### src/rtl/cpu65_pkg.sv
// rtl/cpu65_pkg.sv - shared 65C02 core types for the effective address unit
package cpu65_pkg;

    typedef enum logic [2:0] {
        EA_ZPX, EA_ZPY, EA_ABSX, EA_ABSY, EA_INDX, EA_INDY, EA_ABS, EA_ZP
    } ea_mode_t;

    typedef enum logic [2:0] {
        ST_IDLE, ST_OP_LO, ST_OP_HI, ST_PTR_LO, ST_PTR_HI, ST_CALC, ST_FIX, ST_DONE
    } eau_state_t;

    localparam logic [7:0] ZP_PAGE = 8'h00;

    function automatic logic is_zp_mode(input ea_mode_t m);
        return (m == EA_ZPX) || (m == EA_ZPY) || (m == EA_ZP);
    endfunction

    function automatic logic is_ind_mode(input ea_mode_t m);
        return (m == EA_INDX) || (m == EA_INDY);
    endfunction

    function automatic logic uses_index_y(input ea_mode_t m);
        return (m == EA_ZPY) || (m == EA_ABSY) || (m == EA_INDY);
    endfunction

    function automatic logic reports_page_cross(input ea_mode_t m);
        return (m == EA_ABSX) || (m == EA_ABSY) || (m == EA_INDY);
    endfunction

endpackage

### src/rtl/ea_adder.sv
// rtl/ea_adder.sv - 16-bit base plus 8-bit index with low-byte carry and zero-page wrap
module ea_adder
    import cpu65_pkg::*;
(
    input  logic [15:0] i_base,
    input  logic [7:0]  i_index,
    output logic [15:0] o_sum,
    output logic        o_carry_lo,
    output logic [15:0] o_zp_sum
);

    logic [7:0] w_sum_lo;

    assign {o_carry_lo, w_sum_lo} = {1'b0, i_base[7:0]} + {1'b0, i_index};
    assign o_sum    = {i_base[15:8] + {7'b0, o_carry_lo}, w_sum_lo};
    assign o_zp_sum = {ZP_PAGE, w_sum_lo};

endmodule

### src/rtl/effective_address_unit.sv
// rtl/effective_address_unit.sv - 65C02 effective address generation FSM
// Optional: EAU_PAGE_PENALTY_EN adds a FIX cycle with a dummy read on page cross.
module effective_address_unit
    import cpu65_pkg::*;
(
    input  logic        fclk,
    input  logic        resb,
    input  logic        start,
    input  ea_mode_t    ea_mode,
    input  logic [7:0]  index_x,
    input  logic [7:0]  index_y,
    input  logic [7:0]  db_in,
    input  logic        db_valid,
    input  logic        flush,
    output logic [15:0] ptr_addr,
    output logic        ptr_rd,
    output logic [15:0] ea_out,
    output logic        ea_valid,
    output logic        page_cross,
    output logic        busy,
    output logic        dummy_rd
);

    eau_state_t  r_state;
    ea_mode_t    r_mode;
    logic [7:0]  r_idx_x;
    logic [7:0]  r_idx_y;
    logic [7:0]  r_base_lo;
    logic [7:0]  r_base_hi;
    logic [7:0]  r_ptr;
    logic [15:0] r_ptr_addr;
    logic        r_ptr_rd;
    logic [15:0] r_ea;
    logic        r_ea_valid;
    logic        r_page_cross;

    logic [7:0]  w_index;
    logic [7:0]  w_ptr_next;
    logic [15:0] w_sum;
    logic        w_carry;
    logic [15:0] w_zp_sum;

    assign w_index    = uses_index_y(r_mode) ? r_idx_y : r_idx_x;
    // (zp,X) pre-indexes the pointer itself; the add wraps inside page zero
    assign w_ptr_next = (r_mode == EA_INDX) ? (db_in + r_idx_x) : db_in;

    ea_adder u_adder (
        .i_base     ({r_base_hi, r_base_lo}),
        .i_index    (w_index),
        .o_sum      (w_sum),
        .o_carry_lo (w_carry),
        .o_zp_sum   (w_zp_sum)
    );

`ifdef EAU_PAGE_PENALTY_EN
    logic r_dummy_rd;
    assign dummy_rd = r_dummy_rd;
`else
    assign dummy_rd = 1'b0;
`endif

    always_ff @(posedge fclk or negedge resb) begin
        if (!resb) begin
            r_state      <= ST_IDLE;
            r_mode       <= EA_ZPX;
            r_idx_x      <= 8'h00;
            r_idx_y      <= 8'h00;
            r_base_lo    <= 8'h00;
            r_base_hi    <= 8'h00;
            r_ptr        <= 8'h00;
            r_ptr_addr   <= 16'h0000;
            r_ptr_rd     <= 1'b0;
            r_ea         <= 16'h0000;
            r_ea_valid   <= 1'b0;
            r_page_cross <= 1'b0;
`ifdef EAU_PAGE_PENALTY_EN
            r_dummy_rd   <= 1'b0;
`endif
        end else if (flush) begin
            r_state    <= ST_IDLE;
            r_ptr_rd   <= 1'b0;
            r_ea_valid <= 1'b0;
`ifdef EAU_PAGE_PENALTY_EN
            r_dummy_rd <= 1'b0;
`endif
        end else begin
            case (r_state)
                ST_IDLE: begin
                    if (start) begin
                        r_mode  <= ea_mode;
                        r_idx_x <= index_x;
                        r_idx_y <= index_y;
                        r_state <= ST_OP_LO;
                    end
                end
                ST_OP_LO: begin
                    if (db_valid) begin
                        r_base_lo <= db_in;
                        if (is_zp_mode(r_mode)) begin
                            r_base_hi <= ZP_PAGE;
                            r_state   <= ST_CALC;
                        end else if (is_ind_mode(r_mode)) begin
                            r_ptr      <= w_ptr_next;
                            r_ptr_addr <= {ZP_PAGE, w_ptr_next};
                            r_ptr_rd   <= 1'b1;
                            r_state    <= ST_PTR_LO;
                        end else begin
                            r_state <= ST_OP_HI;
                        end
                    end
                end
                ST_OP_HI: begin
                    if (db_valid) begin
                        r_base_hi <= db_in;
                        r_state   <= ST_CALC;
                    end
                end
                ST_PTR_LO: begin
                    if (db_valid) begin
                        r_base_lo  <= db_in;
                        r_ptr_addr <= {ZP_PAGE, r_ptr + 8'd1};
                        r_state    <= ST_PTR_HI;
                    end
                end
                ST_PTR_HI: begin
                    if (db_valid) begin
                        r_base_hi <= db_in;
                        r_ptr_rd  <= 1'b0;
                        r_state   <= ST_CALC;
                    end
                end
                ST_CALC: begin
                    if (r_mode == EA_ZPX || r_mode == EA_ZPY) begin
                        r_ea         <= w_zp_sum;
                        r_page_cross <= 1'b0;
                    end else if (reports_page_cross(r_mode)) begin
                        r_ea         <= w_sum;
                        r_page_cross <= w_carry;
                    end else begin
                        r_ea         <= {r_base_hi, r_base_lo};
                        r_page_cross <= 1'b0;
                    end
`ifdef EAU_PAGE_PENALTY_EN
                    if (reports_page_cross(r_mode) && w_carry) begin
                        r_ptr_addr <= {r_base_hi, w_sum[7:0]};
                        r_dummy_rd <= 1'b1;
                        r_state    <= ST_FIX;
                    end else begin
                        r_ea_valid <= 1'b1;
                        r_state    <= ST_DONE;
                    end
`else
                    r_ea_valid <= 1'b1;
                    r_state    <= ST_DONE;
`endif
                end
                ST_FIX: begin
`ifdef EAU_PAGE_PENALTY_EN
                    r_dummy_rd <= 1'b0;
`endif
                    r_ea_valid <= 1'b1;
                    r_state    <= ST_DONE;
                end
                ST_DONE: begin
                    r_ea_valid <= 1'b0;
                    r_state    <= ST_IDLE;
                end
                default: r_state <= ST_IDLE;
            endcase
        end
    end

    assign ptr_addr   = r_ptr_addr;
    assign ptr_rd     = r_ptr_rd;
    assign ea_out     = r_ea;
    assign ea_valid   = r_ea_valid;
    assign page_cross = r_page_cross;
    assign busy       = (r_state != ST_IDLE);

endmodule
### config.mk
export PLATFORM = sky130hd
export DESIGN_NAME = effective_address_unit
export DESIGN_NICKNAME = d
export VERILOG_FILES = /design/src/rtl/cpu65_pkg.sv /design/src/rtl/ea_adder.sv /design/src/rtl/effective_address_unit.sv
export SDC_FILE = /design/constraint.sdc
export NUM_CORES = 1
export LEC_CHECK = 0
export ABC_AREA = 1
export CELL_PAD_IN_SITES_DETAIL_PLACEMENT = 1
export CELL_PAD_IN_SITES_GLOBAL_PLACEMENT = 1
export CORE_MARGIN = 2
export CORE_UTILIZATION = 40
export DETAILED_ROUTE_END_ITERATION = 10
export PLACE_DENSITY_LB_ADDON = 0.1
export REMOVE_ABC_BUFFERS = 1
export SLEW_MARGIN = 0
export SYNTH_ARGS = -nofsm -noshare
export SYNTH_HDL_FRONTEND = slang
export SYNTH_SLANG_ARGS = --single-unit
### constraint.sdc
create_clock -name fclk -period 4.4 [get_ports fclk]
set_clock_uncertainty 0.2 [all_clocks]
set_input_delay 0.88 -clock fclk [delete_from_list [all_inputs] [get_ports fclk]]
set_output_delay 0.88 -clock fclk [all_outputs]
set_load 0.05 [all_outputs]
# Word level (Yosys, flattened, before mapping)
# Index checks and enable logic that the tools add are counted.
dict set report classes {
  n_reduce_logical 25
  n_div 0
  muxes 31
  magnitude_cmp 0
  bitwise 2
  n_mul 0
  shifts 0
  eq_ne 26
  add_sub_neg 4
}
# op count
set op_table {}
lappend op_table {{$mux W16} 6}
lappend op_table {{$mux W8} 5}
lappend op_table {{$pmux W16 S2} 1}
lappend op_table {{$eq A3 B3 Y1 const B} 7}
lappend op_table {{$mux W3} 6}
lappend op_table {{$ne A3 B3 Y1 const B} 6}
lappend op_table {{$pmux W3 S6} 1}
lappend op_table {{$pmux W8 S2} 1}
lappend op_table {{$reduce_and A5 Y1} 3}
lappend op_table {{$eq A3 B2 Y1 const B} 4}
lappend op_table {{$ne A2 B2 Y1 const B} 5}
lappend op_table {{$add A8 B8 Y9} 1}
lappend op_table {{$mux W1} 9}
lappend op_table {{$reduce_bool A3 Y1} 3}
lappend op_table {{$add A8 B1 Y8} 1}
lappend op_table {{$add A8 B1 Y8 const B} 1}
lappend op_table {{$add A8 B8 Y8} 1}
lappend op_table {{$logic_or A1 B1 Y1} 7}
lappend op_table {{$eq A3 B1 Y1 const B} 2}
lappend op_table {{$logic_not A3 Y1} 2}
lappend op_table {{$reduce_and A3 Y1} 2}
lappend op_table {{$reduce_and A6 Y1} 1}
lappend op_table {{$reduce_or A2 Y1} 3}
lappend op_table {{$pmux W1 S2} 2}
lappend op_table {{6 further kinds} 8}
dict set report totals {
  in_bits 32
  register_bits 81
  ram_bits 0
  memories 0
  wordCells 100
  rom_bits 0
  output_inout_bits 37
  latchBits 0
}

# Logic depth before layout (Yosys ltp)
dict set report logic_depth {
  depth_word 8
  ltp_mapped 19
  mapped_depth_nobuf 19
}

# By module
# From an unflattened synthesis, not the netlist that was laid out.
dict set report hier_totals {
  hier_cells 585
  hier_area_um2 4595.7
}
# module area_each_um2 cells_per_inst n_inst
set modules_own_cells {}
lappend modules_own_cells {effective_address_unit 4005.1 490 1}
lappend modules_own_cells {ea_adder 590.6 95 1}

# Least setup slack after synthesis
# OpenSTA, ideal clock, no wires.
dict set report synth_path {
  path_kind {reg2reg}
  from {register r_mode[1]}
  to {register r_ea[14] (netlist: ea_out[14])}
  required_time_ns 4.082
  t_arrival_ns 2.763
  setup_ns 0.118
  stages_incl_launch_ff 20
  path_slack_ns 1.319
  path_buffers 0
  cell_sequence {dfrtp_1 nand2_1 nand2_1 mux2_2 ha_1 inv_1 fa_1 inv_1 nand3_1 nand2_1 nand4_1 o311ai_0 ha_1 ha_1 nand4_1 xor2_1 nand2_1 o21ai_0 nand2_1 nand2_1}
}
dict set report synth_via {
  elab_chain_len 8
  word_cells_on_any_way 15
  classes_between {2 x add/sub; 4 x eq/ne; 3 x mux; 6 x reduce/logical}
}
# element line_no
set synth_rtl {}
lappend synth_rtl {{start: declaration} effective_address_unit.sv:25} ;# ea_mode_t r_mode;
lappend synth_rtl {{start signal: assignment} effective_address_unit.sv:90} ;# r_mode <= ea_mode;
lappend synth_rtl {{$eq A3 B1 Y1 / $eq A3 B2 Y1 (equally long branches)} {cpu65_pkg.sv:23, effective_address_unit.sv:133, cpu65_pkg.sv:27}}
lappend synth_rtl {{$logic_or A1 B1 Y1 (2 in series)} cpu65_pkg.sv:23} ;# return (m == EA_ZPY) || (m == EA_ABSY) || (m == EA_INDY);
lappend synth_rtl {{$mux W8} effective_address_unit.sv:43} ;# assign w_index = uses_index_y(r_mode) ? r_idx_y : r_idx_x;
lappend synth_rtl {{$add A8 B8 Y9} ea_adder.sv:14} ;# assign {o_carry_lo, w_sum_lo} = {1'b0, i_base[7:0]} + {1'b0, i_index};
lappend synth_rtl {{$add A8 B1 Y8} ea_adder.sv:15} ;# assign o_sum = {i_base[15:8] + {7'b0, o_carry_lo}, w_sum_lo};
lappend synth_rtl {{$mux W16} effective_address_unit.sv:136} ;# end else if (reports_page_cross(r_mode)) begin
lappend synth_rtl {{$mux W16 (*)} effective_address_unit.sv:133} ;# if (r_mode == EA_ZPX || r_mode == EA_ZPY) begin
lappend synth_rtl {{end signal: assignment} effective_address_unit.sv:134} ;# r_ea <= w_zp_sum;
lappend synth_rtl {{end signal: assignment} effective_address_unit.sv:137} ;# r_ea <= w_sum;
lappend synth_rtl {{end signal: assignment} effective_address_unit.sv:140} ;# r_ea <= {r_base_hi, r_base_lo};
lappend synth_rtl {{end: declaration} effective_address_unit.sv:33} ;# logic [15:0] r_ea;
# Mark *: on every way between the ends. The rest lies on a longest branch, timed or not.
# A chain may end at the register's enable or synchronous reset.

# Worst setup path in the final report
dict set report layout_path {
  from {register r_mode[1]}
  to {register r_ea[15] (netlist: ea_out[15])}
}
# Same word-level chain as after synthesis.

==> metrics <==
Hold Path Depth 2; TritonCTS clock tree done; RSZ-0062 raised after global routing false; peak supply drop between 0.0003 and 0.0004 V; share of cells above drive strength 1 slightly above 8%; post-layout min period between 3 and 4 ns; HP Class reg2reg; CP endpoint kind register; vias 3829; setup TNS 0 ns; remaining antenna violation count 0; H-Tree Depth 3; Yosys reg bits 73; Die W around 110 um; wire per inst roughly 16 um; max cap viols 0; row count 38; HP Start page_cross$_DFFE_PN0P_; P_leak 2.63 nW; Worst Path Required 4.51 ns; boundary pin count a little under 70; CTS Buf Count 9; status complete, no violations; Starting DRT DRC Count 117; Worst-Margin Slew about 0.93 ns; Worst R2R Path Depth 18; Top FF cell, synth dfrtp_1; first-pass GRT wire length 20200 um; startpoint class of the critical path register; most common cell after layout, fill and taps aside nand2_1; Layout Nets 660; met3 GRT Util 3.07%; initial antenna violation count 0; GP Congestion about 0.86; synth-to-layout area growth 20.7%; clk root buf clkbuf_8; M1 GR Usage 28.6%; count of final max-slew check failures 0; total die area around 12000 um^2; synthesized area roughly 4300 um^2; R2R Path Start r_mode[1]$_DFFE_PN0P_; reg2reg end ea_out[15]$_DFFE_PN0P_; maximum fanout along the worst path 9; Clock Latency Late Sink 0.36 ns; period utilisation layout 82.4%; Inserted Diodes 0; most frequent cells in the layout nand2_1 (154), dfrtp_1 (73), inv_1 (66), clkdlybuf4s50_1 (58), o21ai_0 (37); maximum clock rate 276 MHz; vias in the first global route between 4000 and 5000; CTS Hold Bufs 0; Seq/Total Area, Yosys 42.0%; initial core utilization about two fifths; DP HPWL 9490 um; Clock Tree Buf Depth 2; Hold WS between 0.2 and 0.3 ns; total gr overflow 0; number of synthesized flops with an enable pin 0; Yosys top cell by area dfrtp_1; Mapped Avg Cell Area 7.98 um^2; die height around 110 um; largest cells by area after synthesis dfrtp_1 (42%), nand2_1 (13%), inv_1 (5.7%); # resized after CTS 0; Total GRT Usage between 20% and 30%; GRT Max-Usage Layer met2; PwrDens 802 nW/um^2; drt drc 0; final-report setup violation count 0; Netlist cell types 39; WL final 12100 um; Hold EP page_cross$_DFFE_PN0P_; buffer count from post-CTS setup fixing 0; Max transition margin 37.9%; drt first pass iters 4; largest net degree at the start of global routing 74; IO Port Bufs 59; Async SR Flop Fraction 100%; core area ~11000 um^2; R2R Setup Slk roughly 0.77 ns; post-synth top area share between 40% and 50%; Post-Synthesis Cells 545; Yosys warning count 0; final hold viol count 0; Worst EP arrival 3.73 ns; Worst-path clk slew roughly 0.08 ns; Via-to-Cell Ratio approximately 5.1; clk sinks 73; met2 GRT Util 40.0%; CP Class reg2reg
## state kept, by name, summed over array words and instances (netlist names)
name        count
ea_out         16
ptr_addr        8
r_base_hi       8
r_base_lo       8
r_idx_x         8
r_idx_y         8
r_ptr           8
r_mode          3
r_state         3
ea_valid        1
page_cross      1
ptr_rd          1
## cell type report
class / instances / area [um^2]
clock buffer: 11 / 141
clock inverter: 5 / 63.8
fill: 1352 / 5500
inverter: 72 / 270
multi-input combinational: 391 / 2170
sequential: 73 / 1830
tap: 140 / 175
timing repair buffer: 61 / 603
## routing by layer
| metal | wire length (um) | up-vias |
|---|---|---|
| li1 | - | 1886 |
| met5 | 0 | - |
| met3 | 273 | 12 |
| met1 | 5600 | 1876 |
| met4 | 160 | 0 |
| met2 | 6110 | 55 |
## cell families after synthesis
group | count (synthesis) | synth area share, %
muxes | 21 | 5.44
xor gates and xnor gates | 10 | 2.01
AOI/OAI and AO/OA | 86 | 11.4
DFF | 73 | 42.0
adders and majority gates | 20 | 6.10
buffers and inverters | 89 | 8.86
other | 1 | 0.0862
and+or+nand+nor | 245 | 24.1
## worst max path at each step
stage | end | depth (start not counted) | start
after floorplan | ea_out[14]$_DFFE_PN0P_ | 19 | r_mode[1]$_DFFE_PN0P_
after global placement | ea_out[14]$_DFFE_PN0P_ | 19 | r_mode[1]$_DFFE_PN0P_
after detailed placement | ea_out[15]$_DFFE_PN0P_ | 18 | r_mode[1]$_DFFE_PN0P_
after CTS | ea_out[15]$_DFFE_PN0P_ | 18 | r_mode[1]$_DFFE_PN0P_
after global routing | ea_out[15]$_DFFE_PN0P_ | 18 | r_mode[1]$_DFFE_PN0P_
final | ea_out[15]$_DFFE_PN0P_ | 18 | r_mode[1]$_DFFE_PN0P_
## synth_stat cells (8+ instances only)
master,number
buf_4,10
mux2_2,12
nand3_1,35
dfrtp_1,73
nand4_1,10
a21oi_1,25
o21ai_0,37
mux2_1,9
ha_1,18
o22ai_1,8
nor2_1,31
xor2_1,8
nand2_1,154
inv_1,66
## report_power, final
part / internal (W) / switching [W]
clock network: 0.000282 / 0.000285
registers: 0.000974 / 0.000263
logic: 0.000862 / 0.00154
total: 0.00212 / 0.00209
## worst max-delay path, cell delays in order (launching register included)
cell and delay [ns]:
dfrtp_1 0.40, nand2_1 0.11, nand2_1 0.23, mux2_2 0.31
ha_1 0.17, inv_1 0.06, fa_1 0.40, inv_1 0.10
nand3_1 0.08, nand2_1 0.12, nand4_1 0.09, o311ai_0 0.16
ha_1 0.28, nand3_1 0.09, nor2_1 0.27, nand2_1 0.14
o21ai_0 0.19, nand3_1 0.09, nand2_1 0.07
## metrics by stage
stage	power [W]	worst slack, ns	utilization [%]	instances	cell area (um^2)
finish	0.00421	0.774	48.8	753	5250
detailed placement	0.00365	0.797	46.9	737	5040
global route	0.00456	0.530	48.8	753	5250
floorplan	0.00290	1.31	-	536	4260
global placement	0.00357	1.04	46.9	737	5040
CTS	0.00423	0.752	48.8	753	5250
Note: power is estimated with default switching activity, not from simulation.
